## src/rtl/rio_pkg.sv

```systemverilog
// rio_pkg: shared constants and helpers for the RIO frame codec.
//   RIO_RX_HEADER  default header expected on received frames
//   RIO_TX_DATA    transmit header while running normally ("data")
//   RIO_TX_ESTOP   transmit header while the E-stop latch is set ("estp")
//   swap32         byte order swap between wire order and word value
//   xor_bytes      XOR of all bytes of a zero-extended vector
package rio_pkg;

  localparam logic [31:0] RIO_RX_HEADER = 32'h74697277;
  localparam logic [31:0] RIO_TX_DATA   = 32'h64617461;
  localparam logic [31:0] RIO_TX_ESTOP  = 32'h65737470;

  // Widest frame the checksum helper accepts; narrower frames are
  // zero-extended, and zero bytes do not change an XOR.
  localparam int RIO_XOR_BITS = 8192;

  function automatic logic [31:0] swap32(input logic [31:0] v);
    return {v[7:0], v[15:8], v[23:16], v[31:24]};
  endfunction

  function automatic logic [7:0] xor_bytes(input logic [RIO_XOR_BITS-1:0] v);
    logic [7:0] acc;
    acc = '0;
    for (int i = 0; i < RIO_XOR_BITS / 8; i++) acc ^= v[8*i +: 8];
    return acc;
  endfunction

endpackage

```

## src/rtl/rio_watchdog.sv

```systemverilog
// rio_watchdog: saturating link watchdog.
//   clk_i      clock
//   rst_ni     asynchronous active-low reset (count starts saturated)
//   clear_i    restart counting from 0
//   expired_o  count has reached TIMEOUT_CYCLES
module rio_watchdog #(
  parameter int TIMEOUT_CYCLES = 5000000
) (
  input  logic clk_i,
  input  logic rst_ni,
  input  logic clear_i,
  output logic expired_o
);

  localparam int CW = $clog2(TIMEOUT_CYCLES + 1);
  localparam logic [CW-1:0] LIMIT = CW'(TIMEOUT_CYCLES);

  logic [CW-1:0] cnt_q, cnt_d;

  // Clear has priority so a good frame arriving on the expiry cycle wins.
  always_comb begin
    cnt_d = cnt_q;
    if (clear_i) cnt_d = '0;
    else if (cnt_q != LIMIT) cnt_d = cnt_q + CW'(1);
  end

  always_ff @(posedge clk_i or negedge rst_ni) begin
    if (!rst_ni) cnt_q <= LIMIT;
    else         cnt_q <= cnt_d;
  end

  assign expired_o = (cnt_q == LIMIT);

endmodule

```

## src/rtl/rio_frame_codec.sv

```systemverilog
// rio_frame_codec: RIO rx frame decode / tx frame assembly.
// Optional feature macro: RIO_FRAME_CHECKSUM_EN (trailing XOR checksum byte).
// Ports:
//   sysclk, rst_n          clock, asynchronous active-low reset
//   frame_valid, rx_frame  received frame strobe and contents (MSB first on wire)
//   tx_lock, tx_frame      hold request while shifting, transmit frame
//   estop_in               external E-stop request
//   joint_feedback, process_var, din   transmit feedback sources
//   joint_freq_cmd, joint_enable, setpoint, dout   committed commands
//   timeout, error         watchdog expiry, global error
//   good_cnt, bad_cnt      wrapping frame counters
module rio_frame_codec
  import rio_pkg::*;
#(
  parameter int          JOINTS         = 5,
  parameter int          VOUTS          = 2,
  parameter int          VINS           = 1,
  parameter int          DIO_BYTES      = 1,
  parameter logic [31:0] RX_HEADER      = RIO_RX_HEADER,
  parameter int          TIMEOUT_CYCLES = 5000000,
  localparam int EN_BYTES  = (JOINTS + 7) / 8,
  localparam int RX_BITS   = 32*(1+JOINTS+VOUTS) + 8*(EN_BYTES+DIO_BYTES),
  localparam int TX_BITS   = 32*(1+JOINTS+VINS) + 8*DIO_BYTES,
  localparam int BASE_BITS = (((RX_BITS > TX_BITS) ? RX_BITS : TX_BITS) + 7) / 8 * 8,
`ifdef RIO_FRAME_CHECKSUM_EN
  localparam int FRAME_BITS = BASE_BITS + 8
`else
  localparam int FRAME_BITS = BASE_BITS
`endif
) (
  input  logic                   sysclk,
  input  logic                   rst_n,
  input  logic                   frame_valid,
  input  logic [FRAME_BITS-1:0]  rx_frame,
  input  logic                   tx_lock,
  output logic [FRAME_BITS-1:0]  tx_frame,
  input  logic                   estop_in,
  input  logic [32*JOINTS-1:0]   joint_feedback,
  input  logic [32*VINS-1:0]     process_var,
  input  logic [8*DIO_BYTES-1:0] din,
  output logic [32*JOINTS-1:0]   joint_freq_cmd,
  output logic [JOINTS-1:0]      joint_enable,
  output logic [32*VOUTS-1:0]    setpoint,
  output logic [8*DIO_BYTES-1:0] dout,
  output logic                   timeout,
  output logic                   error,
  output logic [15:0]            good_cnt,
  output logic [15:0]            bad_cnt
);

  // Bit offset just below the last 32-bit rx field; enable and dout bytes follow.
  localparam int RX_BYTES_TOP = FRAME_BITS - 32*(1+JOINTS+VOUTS);
  localparam int TX_DIN_TOP   = BASE_BITS - 32*(1+JOINTS+VINS);

  logic hdr_ok, csum_ok, good, bad, wd_expired;
  logic unused_rx;

  logic [32*JOINTS-1:0]   freq_rx, freq_q, freq_d;
  logic [JOINTS-1:0]      en_rx, en_q, en_d;
  logic [32*VOUTS-1:0]    sp_rx, sp_q, sp_d;
  logic [8*DIO_BYTES-1:0] dout_rx, dout_q, dout_d;
  logic [15:0]            good_q, good_d, bad_q, bad_d;
  logic                   estop_q, estop_d;
  logic [BASE_BITS-1:0]   tx_body;
  logic [FRAME_BITS-1:0]  tx_q, tx_d;

  assign unused_rx = ^rx_frame;

  assign hdr_ok = (swap32(rx_frame[FRAME_BITS-1 -: 32]) == RX_HEADER);
`ifdef RIO_FRAME_CHECKSUM_EN
  assign csum_ok = (xor_bytes(RIO_XOR_BITS'(rx_frame[FRAME_BITS-1:8])) == rx_frame[7:0]);
`else
  assign csum_ok = 1'b1;
`endif
  assign good = frame_valid & hdr_ok & csum_ok;
  assign bad  = frame_valid & ~good;

  always_comb begin : rx_unpack
    freq_rx = '0;
    en_rx   = '0;
    sp_rx   = '0;
    dout_rx = '0;
    for (int k = 0; k < JOINTS; k++)
      freq_rx[32*k +: 32] = swap32(rx_frame[FRAME_BITS-1-32*(1+k) -: 32]);
    for (int k = 0; k < VOUTS; k++)
      sp_rx[32*k +: 32] = swap32(rx_frame[FRAME_BITS-1-32*(1+JOINTS+k) -: 32]);
    // Enable field is big-endian across its bytes with joint 0 at the LSB.
    for (int k = 0; k < JOINTS; k++)
      en_rx[k] = rx_frame[RX_BYTES_TOP-8*EN_BYTES+k];
    dout_rx = rx_frame[RX_BYTES_TOP-8*EN_BYTES-1 -: 8*DIO_BYTES];
  end

  always_comb begin : cmd_next
    freq_d  = freq_q;
    en_d    = en_q;
    sp_d    = sp_q;
    dout_d  = dout_q;
    good_d  = good_q;
    bad_d   = bad_q;
    estop_d = estop_q;
    if (good) begin
      freq_d = freq_rx;
      en_d   = en_rx;
      sp_d   = sp_rx;
      dout_d = dout_rx;
      good_d = good_q + 16'd1;
    end
    if (bad) bad_d = bad_q + 16'd1;
    // An asserted E-stop always wins over a clearing good frame.
    if (estop_in)  estop_d = 1'b1;
    else if (good) estop_d = 1'b0;
  end

  always_comb begin : tx_pack
    tx_body = '0;
    tx_body[BASE_BITS-1 -: 32] = swap32(estop_q ? RIO_TX_ESTOP : RIO_TX_DATA);
    for (int k = 0; k < JOINTS; k++)
      tx_body[BASE_BITS-1-32*(1+k) -: 32] = swap32(joint_feedback[32*k +: 32]);
    for (int k = 0; k < VINS; k++)
      tx_body[BASE_BITS-1-32*(1+JOINTS+k) -: 32] = swap32(process_var[32*k +: 32]);
    tx_body[TX_DIN_TOP-1 -: 8*DIO_BYTES] = din;
  end

`ifdef RIO_FRAME_CHECKSUM_EN
  assign tx_d = {tx_body, xor_bytes(RIO_XOR_BITS'(tx_body))};
`else
  assign tx_d = tx_body;
`endif

  always_ff @(posedge sysclk or negedge rst_n) begin
    if (!rst_n) begin
      freq_q  <= '0;
      en_q    <= '0;
      sp_q    <= '0;
      dout_q  <= '0;
      good_q  <= '0;
      bad_q   <= '0;
      estop_q <= 1'b0;
      tx_q    <= '0;
    end else begin
      freq_q  <= freq_d;
      en_q    <= en_d;
      sp_q    <= sp_d;
      dout_q  <= dout_d;
      good_q  <= good_d;
      bad_q   <= bad_d;
      estop_q <= estop_d;
      if (!tx_lock) tx_q <= tx_d;
    end
  end

  rio_watchdog #(
    .TIMEOUT_CYCLES(TIMEOUT_CYCLES)
  ) u_watchdog (
    .clk_i     (sysclk),
    .rst_ni    (rst_n),
    .clear_i   (good),
    .expired_o (wd_expired)
  );

  assign timeout        = wd_expired;
  assign error          = wd_expired | estop_q;
  assign joint_freq_cmd = freq_q;
  assign joint_enable   = en_q & ~{JOINTS{error}};
  assign setpoint       = error ? '0 : sp_q;
  assign dout           = dout_q;
  assign good_cnt       = good_q;
  assign bad_cnt        = bad_q;
  assign tx_frame       = tx_q;

endmodule

```

## config.mk

```make
export PLATFORM = sky130hd
export DESIGN_NAME = rio_frame_codec
export DESIGN_NICKNAME = d
export VERILOG_FILES = /design/src/rtl/rio_pkg.sv /design/src/rtl/rio_watchdog.sv /design/src/rtl/rio_frame_codec.sv
export SDC_FILE = /design/constraint.sdc
export NUM_CORES = 1
export LEC_CHECK = 0
export CORE_AREA = 2 2 397 399
export DETAILED_ROUTE_END_ITERATION = 8
export DIE_AREA = 0 0 399 401
export GPL_TIMING_DRIVEN = 0
export PLACE_DENSITY = 0.33
export SLEW_MARGIN = 15
export SYNTH_ARGS = -nofsm -noshare
export SYNTH_HDL_FRONTEND = slang
export SYNTH_SLANG_ARGS = --single-unit
```

## constraint.sdc

```tcl
create_clock -name sysclk -period 2.48 [get_ports sysclk]
set_input_delay 0.248 -clock sysclk [delete_from_list [all_inputs] [get_ports sysclk]]
set_output_delay 0.248 -clock sysclk [all_outputs]
set_load 0.02 [all_outputs]
```

==> metrics.txt, run 1 <==
status complete, but fails checks; failing checks negative setup slack; syn_area_per_cell 10.9 sq um; Post-Route WL 107000 um; initial antenna violation count 26; max-cap violation count 0; Core Footprint 156000 sq um; Commonest cells post-synth nand2_1 (732), dfrtp_1 (488), mux2_2 (201), buf_4 (92), and2_1 (60); worst min-delay path class primary input to flop; Post-Syn Area 20100 sq um; largest area contributor in the netlist dfrtp_1; Post-Layout Cell Count around 5000; Worst Skew 0.0271 ns; DRC violations left 0; Worst IR Drop VDD 0.000406 V; Starting Density 0.129; clock period minus worst slack 3.08 ns; overall routing resource usage 0.131; wire length per cell 21.1 um; layout cells sized above 1 0.208; global-route wire length before repair 146000 um; Core Rows ~150; Setup crit end kind output port; relative slew slack 0.290; DIE AREA 160000 sq um; CTS H-tree lvls 3; # IOs 1020; Inst Count DP about 4900; vias 16900; crit-path max FO 8; Hold Fails Final Rpt 0; Final Hold Slack 0.113 ns; initial DRC count roughly 740; Worst-Margin Slew 1.06 ns; PortBufs 960; fin nets around 3500; pre-CTS setup slack -1.53 ns; clock sink count approximately 500; Synth Flop Type dfrtp_1; height of the die about 400 um; critical path data required time 2.23 ns; clock root cell clkbuf_16; largest net degree at the start of global routing 85; Placer Congestion 0.814; crit share post-route 1.24; kind of critical path flop to output port; antenna-violating nets left 0; hold path start rx_frame[87]; Die X 399 um; Mapped Cells 1846; Synth cell types 43; reg2reg start u_watchdog.cnt_q[8]; flop and latch count out of synthesis 496; P&R area growth vs syn 78.2%; Ys Warns 0; Core Util, Final 0.231; RSZ-0062 raised after global routing true; PwrDens 633 nW/um^2; number of setup violations in the final report 71; Max Slew Vio Count 0; CP Launch Point u_watchdog.cnt_q[8]; Clock Tree Buf Depth 3; vias per cell around 3.3; TritonRoute pass-1 iters 5; worst setup margin -0.605 ns; Highest Clock Rate around 320 MHz; Synth async-reset ratio 1.00; sequential cell area fraction in the yosys report 0.617; crit path DAT 2.84 ns; CTS tree built; Num CTS Buffers 72; ranking of synthesized cells by area dfrtp_1 (61%), nand2_1 (14%), mux2_2 (11%); vias in the first global route 17900; post-synth top area share 0.607; Worst-Skew Late Latency 0.66 ns; clk slew on worst S/H paths approximately 0.060 ns; Critical Path Source Type flop; post-DP HPWL between 80000 and 90000 um; Post-synth EDFFs 0; FILL cells roughly 17000; Lkg Pwr 16.0 nW; gr ovfl total 0; most common cell in the synthesized netlist nand2_1
-- logic make-up (layout without fill, tap and decap cells) --
logic type	count (synthesis)	count (layout)	share of synthesized area
flops	496	496	0.617
xor+xnor	50	50	0.0218
other cells	1	66	0.000186
fa+ha+maj	4	4	0.00249
simple gates	919	920	0.193
buf+inv	167	1294	0.0500
mux	203	203	0.113
compound gates	6	6	0.00218
-- cell usage in the layout (no fill, tap or decap), types with 8 or more instances in the layout --
cell             instances
clkbuf_16               77
and2_4                  60
dfrtp_1                488
clkdlybuf4s50_1        888
buf_4                  100
nand3_1                 22
clkbuf_8                16
buf_8                    9
clkinv_2                11
xnor2_1                 23
buf_2                   27
dfstp_2                  8
diode_2                 11
nor3_1                  11
buf_6                   75
nand2_1                728
xor2_1                  27
and2_1                   9
conb_1                  55
nand4_1                 13
mux2_2                 201
clkbuf_1                55
nor2_1                  34
-- per-stage QoR --
stage                     area (sq um)  power, W  TNS [ns]
after global placement           32500    0.0123         -
after CTS                        35600    0.0234    -50.21
after floorplan                  20300    0.0101         0
final                            35900    0.0227    -32.97
after detailed placement         32700    0.0123   -331.63
after global routing             35900    0.0238    -42.90
-- flip-flops by register name, summed over array words and instances (netlist names) --
name,flops
u_watchdog.cnt_q,23
joint_freq_cmd,160
dout,8
good_cnt,16
en_q,5
bad_cnt,16
tx_frame,203
estop_q,1
sp_q,64
-- layout make-up --
cell class              instances  area (sq um)  share of cell area
flip-flops and latches        496         12400               0.346
repair buffers                998         10200               0.285
multi-input cells            1238          7110               0.198
well taps                    2058          2570              0.0718
clock buffers                 109          2120              0.0591
plain buffers                 156          1080              0.0301
clock inverters                22           274             0.00764
inverters                       9          38.8             0.00108
diodes                         11          27.5            0.000767
-- worst max-delay path, cell delays in order, from the launching register on --
cell and delay, ns:
dfstp_2 0.56, nand2_2 0.05, or4_4 0.48, nor3_4 0.16, buf_12 0.15, nor2_4 0.04
buf_12 0.16, buf_12 0.17, buf_6 0.11, and2_4 0.14, buf_6 0.12
-- repair_timing --
action                                 in CTS  in global routing
hold buffers                                1                  0
endpoints found under the hold margin      64                  0
setup buffers                              17                 10
setup endpoints to repair                 285                 85
cloned                                      4                  2
pin swaps                                  18                 36
gates resized for setup                   419                162
-- report_power, final --
group | leakage [nW] | switching [W] | internal [W]
Sequential | 6.33 | 0.000294 | 0.00851
Clock | 1.18 | 0.00423 | 0.00635
Combinational | 8.47 | 0.00157 | 0.00177
Total | 16.0 | 0.00609 | 0.0166
-- layer usage --
metal	GRT usage	share of wire	vias to the layer above
met5	0	0.00053	-
met4	0.0440	0.026	10
met3	0.0453	0.081	123
met2	0.228	0.50	599
met1	0.147	0.39	8170
li1	-	-	8046
-- final timing paths --
kind                       cells past startpoint  slack, ns                  end
setup / recovery                              10      -0.60         setpoint[35]
hold / removal                                 3       0.11  joint_freq_cmd[159]
setup reg to reg                               9       0.37  u_watchdog.cnt_q[1]
hold reg to reg                                1       0.47          bad_cnt[15]
max in group asynchronous                      5       0.61        tx_frame[209]
min in group asynchronous                      2       0.16  joint_freq_cmd[141]
No activity file was read; power rests on OpenSTA's default activity.
==> inputs of run 2 (changes only) <==
Settings changed: ABC_AREA set to 1, CORE_AREA 2 2 397 399 to 2 2 400 402, CTS_BUF_LIST set to sky130_fd_sc_hd__clkbuf_2 sky130_fd_sc_hd__clkbuf_4 sky130_fd_sc_hd__clkbuf_8, DIE_AREA 0 0 399 401 to 0 0 402 404, GPL_TIMING_DRIVEN 0 to unset, PLACE_DENSITY 0.33 to 0.34.
==> metrics.txt, run 2 <==
reg2reg end u_watchdog.cnt_q[16]; most common cell in the synthesized netlist nand2_1; clk slew on worst S/H paths 0.06 ns (about the same); r2r setup slk 0.75 ns (+0.38 ns); initial DRC count 1025 (+39%); most frequent cells in the layout nand2_1 (1306), clkdlybuf4s50_1 (886), dfrtp_1 (487); max reg flops 203 (unchanged); main combinational cell family by area after synthesis simple AND/OR/NAND/NOR gates; sequential cell area fraction in the yosys report 0.564 (-0.0530); vias per cell 3.69 (+11%); gr ovfl total 0 (unchanged); Placer Congestion 0.772 (-5.1%); syn_area_per_cell 8.08 sq um (-26%); Mapped Cells 2725 (+48%); Highest Clock Rate 365 MHz (+13%); Max Slew Vio Count 0 (unchanged); crit share post-route 1.10 (-0.141); height of the die 404 um (+0.75%); R2R depth 8 (-1); Worst Skew 0.0181 ns (-0.00901 ns); Post-synth EDFFs 0 (unchanged); PwrDens 540 nW/um^2 (-15%); Core Rows 146 (+0.69%); Clock Tree Buf Depth 3 (unchanged); Worst path slowest cell dfstp_2; Synth cell types 23 (-47%); largest area contributor in the netlist dfrtp_1; Synth async-reset ratio 1.00 (unchanged); crit path DAT 2.49 ns (-0.35 ns); max-cap violation count 0 (unchanged); critical path data required time 2.23 ns (about the same); Lkg Pwr 19.2 nW (+20%); post-DP HPWL 89000 um (+6.0%); Ys Warns 0 (unchanged); Hold Fails Final Rpt 0 (unchanged); failing checks negative setup slack; Worst-Margin Slew 0.905 ns (-0.159 ns); wire length per cell 18.9 um (-10%); clock period minus worst slack 2.74 ns (-0.349 ns); layout cells sized above 1 0.104 (-0.104); Synth Area in Simple Gates 0.343 (+0.150); commonest non-fill, non-tap cell in the layout nand2_1; Post-Layout Cell Count 6308 (+24%); clock sink count 496 (unchanged); TritonRoute pass-1 iters 7 (+2); crit-path cells nand2_2 -> nor3_4 -> nand3_2 -> nand2_2 -> buf_12 -> buf_12 -> buf_12 -> nor2_2 -> buf_6; Most common cell on crit path buf_12; vias 23300 (+37%); worst min-delay path class primary input to asynchronous set/reset pin; Starting Density 0.140 (+0.0102); Post-Synth Adder-Cell Area 0.00227 (-0.000214); clock root cell clkbuf_8; pre-CTS setup slack -0.0968 ns (+1.44 ns); met2 Use GR 0.251 (+0.0225); largest net degree at the start of global routing 145 (+71%); Critical Path Source Type flop; post-synth top area share 0.554 (-0.0521); # IOs 1020 (unchanged); fin nets 4621 (+34%); Synth Area in Compound Gates 0.00273 (+0.000552); ranking of synthesized cells by area dfrtp_1 (55%), nand2_1 (22%), nand4_1 (7.2%); P&R area growth vs syn 86.3%; vias in the first global route 24500 (+37%); DIE AREA 162000 sq um (+1.5%); reg2reg start u_watchdog.cnt_q[0]; Post-Route WL 119000 um (+11%); flop and latch count out of synthesis 496 (unchanged); XOR/XNOR Fraction of Synth Area 0.00716 (-0.0146); CTS tree built; Core Footprint 158000 sq um (+1.4%); Worst-Skew Late Latency 0.77 ns (+0.11 ns); antenna-violating nets left 0 (unchanged); kind of critical path flop to output port; global-route wire length before repair 172000 um (+18%); met1 usage 0.155 (+0.00797); Die X 402 um (+0.75%); Post-Syn Area 22000 sq um (+9.4%); worst setup margin -0.256 ns (+0.349 ns); Commonest cells post-synth nand2_1 (1309), dfrtp_1 (488), nand4_1 (255), nor2_1 (167), inv_1 (146); PortBufs 961 (+0.10%); crit-path max FO 8 (unchanged); relative slew slack 0.396 (+0.106); status complete, but fails checks; Top delay family on crit path simple AND/OR/NAND/NOR gates; number of setup violations in the final report 70 (-1.4%); DRC violations left 0 (unchanged); grt met3 use 0.0560 (+0.0107); Inst Count DP 5688 (+15%); max incr delay on CP 0.53 ns (-0.03 ns); overall routing resource usage 0.142 (+0.0118); mux cell area share after synthesis 0 (-0.113); Num CTS Buffers 105 (+46%); initial antenna violation count 22 (-15%); Synth Flop Type dfrtp_1; gr busiest metal met2; CTS H-tree lvls 3 (unchanged); RSZ-0062 raised after global routing true; Worst IR Drop VDD 0.000391 V (-3.7%); WP buf/inv 4 (-1); Setup crit end kind output port
[run 2: layer usage]
layer  up-vias  wire [um]
met4        12       4270
met3       187       9840
met1     11000      45300
li1      11300          -
met5         -         74
met2       752      59600
[run 2: layout make-up]
cell class	instances	area (sq um)
antenna	12	30.0
clock buffer	175	2180
clock inverter	16	193
fill	17300	117000
inverter	148	561
multi-input combinational	1898	8170
sequential	496	12400
tap	2072	2590
timing repair buffer	1491	14900
[run 2: metrics by stage]
| step | hold WS [ns] | cell area (sq um) | utilization | total power (W) | setup TNS, ns |
|---|---|---|---|---|---|
| finish | 0.0845 | 41000 | 0.260 | 0.0222 | -14.25 |
| global route | 0.0283 | 41000 | 0.260 | 0.0233 | -27.94 |
| CTS | 0.000932 | 40900 | 0.259 | 0.0228 | -29.18 |
| detailed placement | 0.152 | 34400 | 0.218 | 0.0118 | -3.06 |
| global placement | 0.156 | 34400 | 0.218 | 0.0118 | -6.76 |
| floorplan | -0.0476 | 22200 | - | 0.00980 | 0 |
[run 2: what timing repair did]
item	4_1_cts	5_1_grt
hold buffers	406	0
cloned	2	1
buffers inserted	7	3
hold endpoints to repair	905	0
resized for setup	319	23
setup endpoints to repair	83	72
pin swaps	5	4
[run 2: logic make-up (layout without fill, tap and decap cells)]
kind of cell,count (synthesis),in the layout
and+or+nand+nor,1809,1809
DFF,496,496
buffers and inverters,385,1830
xor gates and xnor gates,18,18
AOI/OAI and AO/OA,12,12
adders and majority gates,4,4
other,1,67
[run 2: worst max path at each step]
stage,start,to,slack [ns],cells after the start
after floorplan,u_watchdog.cnt_q[8],setpoint[54],0.69,6
after global placement,u_watchdog.cnt_q[8],setpoint[17],-0.16,8
after detailed placement,u_watchdog.cnt_q[8],setpoint[36],-0.1,8
after CTS,u_watchdog.cnt_q[1],setpoint[5],-0.45,11
after global routing,u_watchdog.cnt_q[1],joint_enable[4],-0.44,11
final,u_watchdog.cnt_q[8],joint_enable[4],-0.26,9
[run 2: worst register-to-register path, cell delays in order (launching register included)]
cell	delay, ns
dfrtp_1	0.34
buf_4	0.15
ha_1	0.22
nand3_1	0.11
nor2_1	0.24
nand2_1	0.16
nor2_1	0.16
xor2_1	0.17
nor2_1	0.06
[run 2: where the power goes]
group	switching, W	internal, W	total [W]
clock	0.00419	0.00576	0.00996
combinational	0.00170	0.00185	0.00354
sequential	0.000230	0.00843	0.00866
total	0.00612	0.0160	0.0222
